===== config.mk =====
export PLATFORM = sky130hd
export DESIGN_NAME = syn_counter
export DESIGN_NICKNAME = d
export VERILOG_FILES = /design/src/rtl/syn_counter.sv
export SDC_FILE = /design/constraint.sdc
export NUM_CORES = 1
export LEC_CHECK = 0
export ABC_AREA = 1
export CAP_MARGIN = 10
export CORE_AREA = 2 2 39 41
export CTS_BUF_LIST = sky130_fd_sc_hd__clkbuf_4
export DETAILED_ROUTE_END_ITERATION = 8
export DIE_AREA = 0 0 41 43
export SYNTH_ARGS = -nofsm -noshare
export SYNTH_HDL_FRONTEND = slang
export SYNTH_SLANG_ARGS = --single-unit

===== constraint.sdc =====
create_clock -name clk -period 1.4 [get_ports clk]
set_input_delay 0.35 -clock clk [delete_from_list [all_inputs] [get_ports clk]]
set_output_delay 0.35 -clock clk [all_outputs]
set_load 0.02 [all_outputs]

===== src/rtl/syn_counter.sv =====
// syn_counter: free-running up/down counter with wrap at MAX_VAL and a
// terminal-count flag derived from the registered count and current mode.
// Optional build macro SYN_COUNTER_SATURATE_EN replaces wrap-around with
// saturation (up holds at MAX_VAL, down holds at 0).
module syn_counter #(
  parameter int unsigned WIDTH   = 5,
  parameter int unsigned MAX_VAL = 31
) (
  input  logic             clk,
  input  logic             rst,
  input  logic             mode,
  output logic [WIDTH-1:0] counter,
  output logic             tc
);

  localparam logic [WIDTH-1:0] MAX_V  = WIDTH'(MAX_VAL);
  localparam logic [WIDTH-1:0] ZERO_V = '0;
  localparam logic [WIDTH-1:0] ONE_V  = WIDTH'(1);

`ifdef SYN_COUNTER_SATURATE_EN
  // Terminal values hold instead of wrapping.
  localparam logic [WIDTH-1:0] UP_WRAP_V = MAX_V;
  localparam logic [WIDTH-1:0] DN_WRAP_V = ZERO_V;
`else
  // Terminal values wrap to the opposite end of the range.
  localparam logic [WIDTH-1:0] UP_WRAP_V = ZERO_V;
  localparam logic [WIDTH-1:0] DN_WRAP_V = MAX_V;
`endif

  logic [WIDTH-1:0] count_q;
  logic [WIDTH-1:0] count_d;
  logic             over_max;

  // Out-of-range values (only possible when MAX_VAL < 2^WIDTH-1) recover to 0;
  // compared at 32 bits so the check stays meaningful for every parameter set.
  assign over_max = 32'(count_q) > MAX_VAL;

  // Next-count selection: recovery, then direction with terminal handling.
  always_comb begin
    count_d = count_q;
    if (over_max) begin
      count_d = ZERO_V;
    end else if (!mode) begin
      if (count_q == MAX_V) begin
        count_d = UP_WRAP_V;
      end else begin
        count_d = count_q + ONE_V;
      end
    end else begin
      if (count_q == ZERO_V) begin
        count_d = DN_WRAP_V;
      end else begin
        count_d = count_q - ONE_V;
      end
    end
  end

  // Count register; reset clears it immediately, independent of the clock.
  always_ff @(posedge clk or posedge rst) begin
    if (rst) begin
      count_q <= ZERO_V;
    end else begin
      count_q <= count_d;
    end
  end

  assign counter = count_q;

  // Terminal flag follows the live mode so a direction change re-evaluates it at once.
  assign tc = (!mode && (count_q == MAX_V)) || (mode && (count_q == ZERO_V));

endmodule


Yosys cells after proc, flatten, opt, wreduce, memory -nomap -nowiden
Cells that the tools add are included.

storage, ports and cells
  flip-flop bits (word level) = 5
  output and inout bits = 6
  logic and storage cells = 12

operators by class
  add/subtract/negate cells = 2
  equality and inequality tests = 1
  muxes and demuxes = 3
  reduce and logical (&&, ||, !) cells = 5

operators with widths
  kind                 count
  $mux 5               3
  $add 5x1->5 const B  1
  $eq 5x5->1 const B   1
  $logic_not 5->1      1
  $sub 5x1->5 const B  1
  $logic_and 1x1->1    2
  $logic_not 1->1      1
  $logic_or 1x1->1     1

Depth between registers and ports, before layout
  depth after elaboration = 3
  mapped depth = 7
  depth with buffers taken out = 7

Worst setup path before layout
No wires, ideal clock.

  kind = reg-to-output
  start = reg count_q[1], in the netlist counter[1]
  end = out tc
  data arrival time = 1.431 ns
  required time = 1.050 ns
  setup slack = -0.381 ns
  stages on the path, launching flop included = 7
  path buffers = 0
  path through = dfrtp_1 -> ha_1 -> nand2_1 -> nor2_1 -> ha_1 -> inv_1 -> o21ai_1

between the ends
  word-level cells in the longest chain between the ends = 3
  elaborated cells between the ends (all ways) = 5
  those cells by class = 1 x eq/ne; 4 x reduce/logical

RTL lines
  item                                                  line  RTL
  from (decl)                                           30    logic [WIDTH-1:0] count_q;
  from (signal assigned)                                63    count_q <= count_d;
  $eq 5x5->1 / $logic_not 5->1 (equally long branches)  70    assign tc = (!mode && (count_q == MAX_V)) || (mode && (count_q == ZERO_V));
  $logic_and 1x1->1                                     70
  $logic_or 1x1->1 (*)                                  70
  to (decl)                                             13    output logic tc

Every way passes the cells marked *; elsewhere a longest branch is shown, timed or not.

Final worst setup path
Ends and elaborated chain as after synthesis.

==> flow_metrics.tcl <==
set metrics [dict create \
    critPathLaunchType "flop" \
    final_antenna_net_count 0 \
    status "finished with violations" \
    slowest_stage "dfrtp_2" \
    finClkSkew_ns 0.00585 \
    synthArstFlopShare_pct 100 \
    period_minus_slack_ns 1.73 \
    cts_sinks 5 \
    rows 14 \
    num_vias 431 \
    syn_area_sq_um 385 \
    crit-reg2reg-launch "counter[1]" \
    clock_path_buffers 2 \
    worst_pin_slew_ns 0.216 \
    synth-edff-count 0 \
    yosysUniqueCellTypes 17 \
    synthCells 53 \
    grt_max_degree 7 \
    p_total_mw 1.40 \
    antennaDiodeCount 0 \
    via_per_inst 4.44 \
    ys.warnings.count 0 \
    coreArea_sq_um 1380 \
    drt_wl_total_um 1010 \
    rsz0062_at_grt "yes" \
    nets 88 \
    slew_viol_final 0 \
    synth_seq_area_share_pct 32.5 \
    cts_tree "done" \
    startpoint "counter[1]" \
    remaining_drc_errors 0 \
    drv_cap 0 \
    design_area_sq_um 678 \
    hold_path.class "input pin to async pin" \
    cts_max_level 1 \
    post-route-util_pct 49.0 \
    place.gp.congestion 0.773 \
    start_util_pct 27.8 \
    antenna_found_initial 0 \
    track_usage_pct 14.4 \
    crit_chain "ha_4 -> nand2_2 -> nor2_2 -> ha_2 -> inv_2 -> o21ai_4 -> buf_6" \
    dp_hpwl_um 708 \
    placed_cell_area_sq_um 598 \
    final_cell_mix "buf_4, nand2_1, inv_1" \
    die-area_sq_um 1760 \
    grt_pass1_vias 434 \
    ios 9 \
    clk_pin_slew_worst_paths_ns 0.05 \
    fp.dieW_um 41 \
    whs_ns 0.316 \
    dp_slack_ns -0.689 \
    die_height_um 43 \
    dp.cells 89 \
    drive_above_1_share_pct 53.1 \
    largest_register_ffs 5 \
    synth.avg_cell_area_sq_um 7.27 \
    worstPathArrival_ns 1.38 \
    overflow 0 \
    drt-pass1-iter-count 4 \
    finalWorstSetupSlack_ns -0.330 \
    violations "negative setup slack" \
    fin_crit_sh_pct 124 \
    slew_headroom_pct 85.6 \
    cts_root_buffer "clkbuf_4" \
    area_growth_pct 76.0 \
    cpPeakStageDelay_ns 0.39 \
    setup_violations 4 \
    final_common_cell "buf_4" \
    port-buffer-count 8 \
    tns_ns -0.717 \
    ir_drop_mv 0.922 \
    powerDensity_nw_per_um2 2070 \
    p_leak_nw 0.356 \
    worstSetupEndpointType "output port" \
    syn_nets 59 \
    stdcell_count 97 \
    hold_viol 0 \
    wl_per_cell_um 10.4 \
    grt_pass1_wl_um 1670 \
    worstPathRequired_ns 1.05 \
    clk_latency_ns 0.24 \
    synth_seq_cells 5 \
    cts_made_buffers 3 \
    drt-initial-drc-count 8 \
    critPathKind "flop to output port" \
    critPathMaxFanout 3 \
    ys.flop_type "dfrtp_1" \
    max_freq_mhz 578 \
]
layout make-up:
type,instances,area [sq um]
Clock buffer,4,30.0
Fill cell,136,706
Inverter,9,33.8
Multi-Input combinational cell,37,256
Sequential cell,5,129
Tap cell,16,20.0
Timing Repair Buffer,26,209
path summary, 6_finish.rpt:
check / cells past startpoint / to / slack [ns]
setup / recovery: 7 / tc / -0.33
hold / removal: 2 / counter[2] / 0.32
setup reg to reg: 10 / counter[2] / -0.15
hold reg to reg: 4 / counter[2] / 0.70
max in group asynchronous: 2 / counter[0] / 0.88
min in group clk: 4 / counter[2] / 0.70
worst max-delay path: cells and delay by family (launching register included):
family	cells	cell delay [ns]
fa+ha+maj	2	0.34
compound gates	1	0.12
flops	1	0.39
simple gates	2	0.12
buf+inv	2	0.18
routing by layer:
layer  track usage [%]  share of wire [%]  vias up
li1                  -                  -      218
met1              13.5                 40      205
met2              25.9                 55        8
met3              7.85                5.3        0
met4              2.00                  0        0
met5                 0                  0        -
synthesized netlist by cell type (2+ instances only):
cell     number  area [sq um]
inv_1         9          33.8
nor2_1        4          15.0
dfrtp_1       5           125
ha_1          3          37.5
nor2_2        2          12.5
nand2_1      13          48.8
nand3_1       6          30.0
o21ai_1       2          10.0
report_power, final:
group	internal [mW]	total, mW	switching (mW)
registers	0.220	0.298	0.0781
clock network	0.127	0.189	0.0616
logic	0.465	0.915	0.450
total	0.812	1.40	0.589
cell families (layout without fill, tap and decap cells):
| kind of cell | count (synthesis) | after routing | synth area share (%) |
|---|---|---|---|
| AND/OR/NAND/NOR | 29 | 29 | 35.7 |
| buffers and inverters | 11 | 39 | 13.6 |
| flip-flops | 5 | 5 | 32.5 |
| adder cells (fa/ha/maj) | 3 | 3 | 9.74 |
| AO/OA/AOI/OAI | 3 | 3 | 3.89 |
| XOR/XNOR | 2 | 2 | 4.55 |
what timing repair did:
action	in CTS	in global routing
resized for setup	28	8
buffers inserted	2	2
pin swaps	4	5
hold buffers	0	0
setup endpoints to repair	6	5
cloned	0	0
Power figures use the tool's default switching activity.
